[src/rtl/tick_sched.sv]
// tick_sched: multi-channel periodic tick-strobe scheduler with shadowed, boundary-applied periods.
// Define TICK_SCHED_LVL_EN to build the per-channel lvl square waves; otherwise lvl is tied to 0.
module tick_sched #(
    parameter int          N_CH        = 4,
    parameter int          CNT_W       = 25,
    parameter int unsigned DEFAULT_DIV = 50_000_000
) (
    input  logic             clk_in,
    input  logic             rst,
    input  logic [N_CH-1:0]  en,
    input  logic             sync,
    input  logic             cfg_we,
    input  logic [2:0]       cfg_ch,
    input  logic [CNT_W-1:0] cfg_div,
    output logic [N_CH-1:0]  tick,
    output logic [N_CH-1:0]  lvl,
    output logic [N_CH-1:0]  cfg_pend
);

    // DEFAULT_DIV is truncated to CNT_W bits: a true 1 Hz tick at 50 MHz needs CNT_W >= 26.
    localparam logic [CNT_W-1:0] RST_DIV = CNT_W'(DEFAULT_DIV);
    localparam logic [CNT_W-1:0] ONE     = CNT_W'(1);

    for (genvar i = 0; i < N_CH; i++) begin : g_ch
        logic [CNT_W-1:0] div_q;
        logic [CNT_W-1:0] shadow;
        logic [CNT_W-1:0] cnt;
        logic             pend;
        logic             tick_q;
        logic             wr;
        logic             active;
        logic             at_end;

        // Out-of-range channel indices never match, so those writes fall away here.
        assign wr     = cfg_we && (cfg_ch == 3'(i));
        assign active = en[i] && (div_q != '0);
        assign at_end = active && (cnt == div_q - ONE);

        always_ff @(posedge clk_in) begin
            if (rst) begin
                div_q  <= RST_DIV;
                shadow <= RST_DIV;
                pend   <= 1'b0;
                cnt    <= '0;
                tick_q <= 1'b0;
            end else if (sync) begin
                cnt    <= '0;
                tick_q <= 1'b0;
                pend   <= 1'b0;
                if (wr) begin
                    div_q  <= cfg_div;
                    shadow <= cfg_div;
                end else if (pend) begin
                    div_q <= shadow;
                end
            end else if (!active) begin
                // Disabled or idle channel: a write takes effect immediately.
                cnt    <= '0;
                tick_q <= 1'b0;
                if (wr) begin
                    div_q  <= cfg_div;
                    shadow <= cfg_div;
                    pend   <= 1'b0;
                end
            end else begin
                tick_q <= at_end;
                if (at_end) begin
                    cnt <= '0;
                    if (pend) begin
                        div_q <= shadow;
                        pend  <= 1'b0;
                    end
                end else begin
                    cnt <= cnt + ONE;
                end
                // NOTE: later non-blocking assignments win, so a write on a boundary re-arms pend.
                if (wr) begin
                    shadow <= cfg_div;
                    pend   <= 1'b1;
                end
            end
        end

        assign tick[i]     = tick_q;
        assign cfg_pend[i] = pend;

`ifdef TICK_SCHED_LVL_EN
        logic lvl_q;

        always_ff @(posedge clk_in) begin
            if (rst || sync || !en[i]) begin
                lvl_q <= 1'b0;
            end else if (at_end) begin
                lvl_q <= ~lvl_q;
            end
        end

        assign lvl[i] = lvl_q;
`else
        assign lvl[i] = 1'b0;
`endif
    end

endmodule

[config.mk]
export PLATFORM = sky130hd
export DESIGN_NAME = tick_sched
export DESIGN_NICKNAME = d
export VERILOG_FILES = /design/src/rtl/tick_sched.sv
export SDC_FILE = /design/constraint.sdc
export NUM_CORES = 1
export LEC_CHECK = 0
export ABC_AREA = 1
export BUFFER_PORTS_ARGS = -buffer_cell sky130_fd_sc_hd__clkbuf_2
export CAP_MARGIN = 15
export CORE_UTILIZATION = 50
export DETAILED_ROUTE_END_ITERATION = 12
export PLACE_DENSITY_LB_ADDON = 0.08
export SLEW_MARGIN = 20
export SYNTH_ARGS = -nofsm -noshare
export SYNTH_HDL_FRONTEND = slang
export SYNTH_SLANG_ARGS = --single-unit
[constraint.sdc]
create_clock -name clk_in -period 2.5 [get_ports clk_in]
set_input_delay 0.25 -clock clk_in [delete_from_list [all_inputs] [get_ports clk_in]]
set_output_delay 0.25 -clock clk_in [all_outputs]
set_load 0.05 [all_outputs]
==> results.sh, run 1 <==
export IMPL_fp_coreArea_um2=39910
export IMPL_dieArea_um2=41480
export IMPL_worstHoldStart="cfg_div[11]"
export IMPL_cp_max_fo=7
export IMPL_switchingPower_w=0.003929
export IMPL_r2r_setup_slack_ns=0.11
export IMPL_drt_wl_total_um=62360
export IMPL_fin_crit_ns=2.388
export IMPL_fmax_mhz=418.8
export IMPL_die_x_um=203.7
export IMPL_r2r_start="g_ch[2].div_q[1]"
export IMPL_skew_ns=0.01076
export IMPL_layout_common_cells="nand2_1 (987), nor2_1 (434), dfxtp_1 (303)"
export IMPL_cpMostUsedCell="nand2_1"
export IMPL_timing_critical_path_buf_inv=4
export IMPL_r2r_end="g_ch[2].cnt[2]"
export IMPL_nets=3383
export IMPL_overflow=0
export IMPL_grt_setup_unrepaired="yes"
export IMPL_initial_utilization=0.5095
export IMPL_drv_cap=0
export IMPL_tns_ns=0
export IMPL_worst_slew_pin_slew_ns=0.5874
export IMPL_ir_drop_v=0.0004499
export IMPL_syn_to_final_growth_pct=12.36
export IMPL_final_common_cell="nand2_1"
export IMPL_synth_seq_area_share=0.3032
export IMPL_cts_tree="yes"
export IMPL_worstPathCellList="inv_2, ha_4, nand2_2, nor2_4, nand2_1, nand2_1, nand2_1, inv_1, nand2_1, nor2_1, nand2_1, nor2_2, nand4_4, buf_12, nand3_4, clkbuf_16, nor3_1"
export IMPL_wire_per_inst_um=16.05
export IMPL_hold_path_class="primary input to flip-flop"
export IMPL_crit_slowest_cell="dfxtp_2"
export IMPL_outcome="complete, no violations"
export IMPL_fillCellCount=3924
export IMPL_critPathRequiredTime_ns=2.95
export IMPL_drcViolationCount=0
export IMPL_gp_congestion=0.9603
export IMPL_yosys_area_top_type="dfxtp_1"
export IMPL_holdWs_ns=0.08980
export IMPL_p_leak_nw=9.685
export IMPL_clk_path_buf_depth=3
export IMPL_total_power_w=0.01324
export IMPL_ff2ff_path_depth=17
export IMPL_internal_power_w=0.009309
export IMPL_grt_pass1_wl_um=100400
export IMPL_end_kind="flip-flop"
export IMPL_comb_power_share=0.170
export IMPL_ys_warn_count=0
export IMPL_numCtsBuffers=38
export IMPL_critPathLaunchType="flip-flop"
export IMPL_fin_util=0.5724
export IMPL_grt_pass1_vias=19605
export IMPL_final_setup_viol_count=0
export IMPL_io_buffers=43
export IMPL_seq_power_share=0.402
export IMPL_dpl_cell_count=3808
export IMPL_max_slew_margin=0.6048
export IMPL_ys_top_cells_by_area="dfxtp_1 (30%), nand2_1 (18%), nor2_1 (8.4%), o21ai_0 (7.3%), nand3_1 (6.2%)"
export IMPL_pwr_share_clk=0.428
export IMPL_synthCells=3323
export IMPL_crit_type="flip-flop to flip-flop"
export IMPL_vias_per_cell=5.470
export IMPL_final_cells=3886
export IMPL_vias=21255
export IMPL_antenna_left=0
export IMPL_hold_buffers=0
export IMPL_max_stage_delay_ns=0.32
export IMPL_rows=73
export IMPL_wl_met3_um=3760
export IMPL_routed_top_layer="met4"
export IMPL_met1Wirelength_um=28490
export IMPL_wl_met2_um=28290
export IMPL_num_io_pins=48
export IMPL_switching_share=0.2968
export IMPL_cts_max_level=2
export IMPL_post_route_period_util=0.9551
export IMPL_synth_top_area_share=0.3032
export IMPL_yosys_register_bits=308
export IMPL_hpwl_um=43820
export IMPL_antenna_found_initial=0
export IMPL_syn_area_um2=20330
export IMPL_crit_family="simple AND/OR/NAND/NOR gates"
export IMPL_whs_path_depth=3
export IMPL_finalHoldViolations=0
export IMPL_drive_gt1_frac=0.1035
export IMPL_num_antenna_cells=0
export IMPL_grt_max_degree=60
export IMPL_final_max_slew_viol_count=0
export IMPL_drt_iter0_markers=1586
export IMPL_clkSinkCount=308
export IMPL_drt_pass1_iterations=6
export IMPL_cts_root_buffer="clkbuf_16"
export IMPL_hold_end="g_ch[0].shadow[11]"
export IMPL_cp_data_arrival_time_ns=2.84
export IMPL_synth_area_per_cell_um2=6.119
export IMPL_p_per_area_nw_per_um2=579.5
export IMPL_cts_clk_slew_worst_paths_ns=0.06
export IMPL_yosysUniqueCellTypes=52
export IMPL_worstSkewPairLatency_ns=0.56
export IMPL_die_h_um=203.7
export IMPL_track_usage=0.2979
-- metrics by stage --
| stage | instance area, um2 | setup slack (ns) |
|---|---|---|
| floorplan | 20350 | 0.2966 |
| global placement | 21210 | 0.1359 |
| detailed placement | 21210 | 0.03060 |
| CTS | 22470 | 0.04199 |
| global route | 22850 | -0.04902 |
| finish | 22850 | 0.1123 |
-- synthesized netlist by cell type (all sizes together) --
cell type,n
a21o,1
a21oi,141
a31o,1
a31oi,16
a32oi,6
and2,1
buf,52
clkbuf,110
clkinv,7
conb,1
dfxtp,308
ha,12
inv,272
mux2,14
nand2,1003
nand3,260
nand3b,28
nand4,39
nor2,508
nor3,51
nor3b,1
nor4,8
o211ai,32
o21ai,304
o21bai,11
o22ai,1
or2,8
or4,1
xnor2,50
xnor3,3
xor2,72
xor3,1
-- worst max path at each step --
stage                          start                end  slack, ns  depth (start not counted)
finish              g_ch[2].div_q[1]     g_ch[2].cnt[2]       0.11                         17
global route        g_ch[2].div_q[3]     g_ch[2].cnt[2]      -0.05                         16
CTS                 g_ch[0].div_q[0]   g_ch[0].div_q[8]       0.04                         14
detailed placement  g_ch[3].div_q[1]  g_ch[3].div_q[24]       0.03                         13
global placement    g_ch[0].div_q[1]   g_ch[0].div_q[2]       0.14                         16
floorplan           g_ch[3].div_q[0]   g_ch[3].div_q[7]       0.30                         16
-- layout make-up --
cell class	instances	area, um2	share of cell area
Multi-Input combinational cell	2579	12600	0.5514
Sequential cell	308	6172	0.2702
Timing Repair Buffer	129	1106	0.04841
Clock buffer	61	1181	0.05170
Inverter	279	1055	0.04617
Tap cell	525	656.9	0.02875
Clock inverter	5	77.57	0.003395
-- power groups by stage --
stage          Clock, W  Sequential [W]  Combinational (W)
3_5_place_dp          0         0.00542            0.00215
3_3_place_gp          0         0.00542            0.00210
5_1_grt         0.00597         0.00535            0.00254
4_1_cts         0.00575         0.00532            0.00216
6_report        0.00566         0.00533            0.00225
2_1_floorplan         0         0.00534            0.00159
-- registers in the layout (all words and copies together) (netlist names) --
register     count
g_ch.cnt       100
g_ch.div_q     100
g_ch.shadow    100
g_ch.pend        4
g_ch.tick_q      4
-- worst register-to-register path: cells and delay by family (launching register included) --
kind	cells	cell delay (ns)
AND/OR/NAND/NOR	12	1.29
buffers and inverters	4	0.52
adder cells (fa/ha/maj)	1	0.16
flip-flops	1	0.32
-- cell families after synthesis --
family | share of synthesized area
buf+inv | 0.08848
compound gates | 0.1353
other cells | 0.0001844
xor+xnor | 0.05704
simple gates | 0.4006
flops | 0.3032
mux | 0.007753
fa+ha+maj | 0.007384
-- what timing repair did --
item                       4_1_cts  5_1_grt
pin swaps                        0       12
setup buffers                    0        5
cloned                           0        7
resized for setup                1       58
setup endpoints to repair        1      169
-- per-layer routing --
metal  up-vias  global-route usage
li1      10722                   -
met1      9833              0.4020
met2       596              0.4836
met3       104             0.04187
met4         0              0.1034
met5         -                   0
Power figures use the tool's default switching activity.
==> run 2: changes to the inputs <==
--- a/config.mk
+++ b/config.mk
@@ -6,10 +6,10 @@
 export NUM_CORES = 1
 export LEC_CHECK = 0
 export ABC_AREA = 1
-export BUFFER_PORTS_ARGS = -buffer_cell sky130_fd_sc_hd__clkbuf_2
 export CAP_MARGIN = 15
 export CORE_UTILIZATION = 50
 export DETAILED_ROUTE_END_ITERATION = 12
+export DONT_BUFFER_PORTS = 1
 export PLACE_DENSITY_LB_ADDON = 0.08
 export SLEW_MARGIN = 20
 export SYNTH_ARGS = -nofsm -noshare
==> run 2 against run 1 <==
Net effect:
- wire length up 12%
- die area unchanged
- register-to-register slack better by 0.03 ns
- utilization up 0.14 points
- sequential share of layout area down 0.060 points
- flip-flop and latch count unchanged
- cell count down 0.26%
- final area up 0.24%
- global-route usage up 3.6 points
==> results.sh, run 2 (synthesized netlist as in run 1, its figures left out) <==
export IMPL_crit_slowest_cell="dfxtp_1"
export IMPL_dpl_cell_count=3763
export IMPL_vias=21577
export IMPL_io_buffers=0
export IMPL_num_io_pins=48
export IMPL_reg_top3="g_ch.cnt: 100 flops, g_ch.div_q: 100 flops, g_ch.shadow: 100 flops"
export IMPL_end_kind="flip-flop"
export IMPL_drt_iter0_markers=2091
export IMPL_dieArea_um2=41480
export IMPL_cts_clk_slew_worst_paths_ns=0.06
export IMPL_skew_ns=0.01282
export IMPL_worst_slew_pin_slew_ns=0.8466
export IMPL_vias_per_cell=5.567
export IMPL_initial_utilization=0.5095
export IMPL_drv_cap=0
export IMPL_post_place_ws_ns=-0.05333
export IMPL_fillCellCount=3904
export IMPL_overflow=0
export IMPL_worstPathCellList="inv_1, ha_4, nand3_4, nor2_4, nand3_1, nand2_1, nand2_1, nand2_1, nand2_1, nor2_1, nand2_1, nor2_2, nand2_4, nand3_2, buf_12, nor3_1"
export IMPL_gp_congestion=0.9603
export IMPL_fp_coreArea_um2=39910
export IMPL_final_setup_viol_count=0
export IMPL_max_stage_delay_ns=0.32
export IMPL_clk_path_buf_depth=3
export IMPL_hpwl_um=44020
export IMPL_final_cells=3876
export IMPL_rows=73
export IMPL_post_route_period_util=0.9415
export IMPL_cts_max_level=2
export IMPL_fin_crit_ns=2.354
export IMPL_track_usage=0.3343
export IMPL_tns_ns=0
export IMPL_nets=3370
export IMPL_clkSinkCount=308
export IMPL_wire_per_inst_um=17.94
export IMPL_drive_gt1_frac=0.09085
export IMPL_setup_ws_ns=0.1461
export IMPL_max_slew_margin=0.4337
export IMPL_layout_common_cells="nand2_1 (985), nor2_1 (436), dfxtp_1 (302)"
export IMPL_grt_pass1_wl_um=108900
export IMPL_ir_drop_v=0.0005220
export IMPL_critPathRequiredTime_ns=2.93
export IMPL_fmax_mhz=424.8
export IMPL_cts_root_buffer="clkbuf_16"
export IMPL_final_max_slew_viol_count=0
export IMPL_syn_to_final_growth_pct=12.63
export IMPL_outcome="complete, no violations"
export IMPL_crit_type="flip-flop to flip-flop"
export IMPL_drcViolationCount=0
export IMPL_antenna_found_initial=2
export IMPL_p_per_area_nw_per_um2=568.7
export IMPL_drt_wl_total_um=69550
export IMPL_cp_max_fo=25
export IMPL_cp_data_arrival_time_ns=2.79
export IMPL_finalHoldViolations=0
export IMPL_critPathLaunchType="flip-flop"
export IMPL_drt_pass1_iterations=5
export IMPL_holdWs_ns=0.01839
export IMPL_p_leak_nw=9.624
export IMPL_cpMostUsedCell="nand2_1"
export IMPL_cts_tree="yes"
export IMPL_worstSkewPairLatency_ns=0.56
export IMPL_numCtsBuffers=36
export IMPL_die_x_um=203.7
export IMPL_final_common_cell="nand2_1"
export IMPL_grt_max_degree=134
export IMPL_grt_pass1_vias=19342
export IMPL_antenna_left=0
export IMPL_die_h_um=203.7
export IMPL_hold_path_class="primary input to flip-flop"
[run 2: changes by cell type in the layout (fill, tap and decap cells not counted), moves of 5 or more]
cell | previous run | this run
diode_2 | 0 | 5
buf_6 | 6 | 0
dlygate4sd3_1 | 0 | 36
buf_4 | 65 | 70
clkbuf_2 | 42 | 0
nor2_2 | 51 | 43
clkbuf_16 | 45 | 37
[run 2: path summary, 6_finish.rpt]
path	start	to	slack, ns	cells after the start
worst max-delay path	g_ch[3].div_q[1]	g_ch[3].cnt[11]	0.15	16
worst min-delay path	sync	g_ch[1].div_q[18]	0.02	4
worst max register to register	g_ch[3].div_q[1]	g_ch[3].cnt[11]	0.15	16
worst min register to register	g_ch[2].shadow[23]	g_ch[2].shadow[23]	0.46	2
[run 2: report_power, final]
group          internal (W)  total, W  switching (W)
clock               0.00325   0.00544        0.00219
combinational      0.000803   0.00224        0.00144
sequential          0.00509   0.00534       0.000244
[run 2: repair_timing]
| item | in CTS | in global routing |
|---|---|---|
| gates resized for setup | 2 | 62 |
| endpoints found under the hold margin | 176 | 1 |
| hold buffers | 38 | 1 |
| gates cloned | 0 | 0 |
| buffers inserted | 3 | 4 |
| pin swaps | 2 | 10 |
| setup endpoints to repair | 17 | 201 |
[run 2: metal layers]
metal | global-route usage | share of wire | wire length, um
met1 | 0.4503 | 0.43 | 30090
met2 | 0.5334 | 0.45 | 30990
met3 | 0.05066 | 0.084 | 5860
met4 | 0.1327 | 0.037 | 2587
met5 | 0 | 0.00019 | 13
[run 2: critical path: cells and delay by family, from the launching register on]
| family | cells | cell delay [ns] |
|---|---|---|
| adder cells (fa/ha/maj) | 1 | 0.18 |
| buffers and inverters | 2 | 0.32 |
| AND/OR/NAND/NOR | 13 | 1.38 |
| flip-flops | 1 | 0.32 |
[run 2: area by class of cell]
class	count	area, um2	share of cell area
clock buffer	53	1066	0.04655
inverter	279	1052	0.04595
antenna	5	12.51	0.0005463
timing repair buffer	120	1176	0.05135
sequential	308	6173	0.2696
multi-input combinational	2577	12640	0.5520
clock inverter	9	122.6	0.005354
tap	525	656.9	0.02868
[run 2: stage by stage]
stage | utilization | cell area [um2] | total power [W]
floorplan | - | 20350 | 0.006925
global placement | 0.5253 | 20970 | 0.007348
detailed placement | 0.5253 | 20970 | 0.007383
CTS | 0.5665 | 22610 | 0.01302
global route | 0.5735 | 22890 | 0.01359
finish | 0.5738 | 22900 | 0.01302
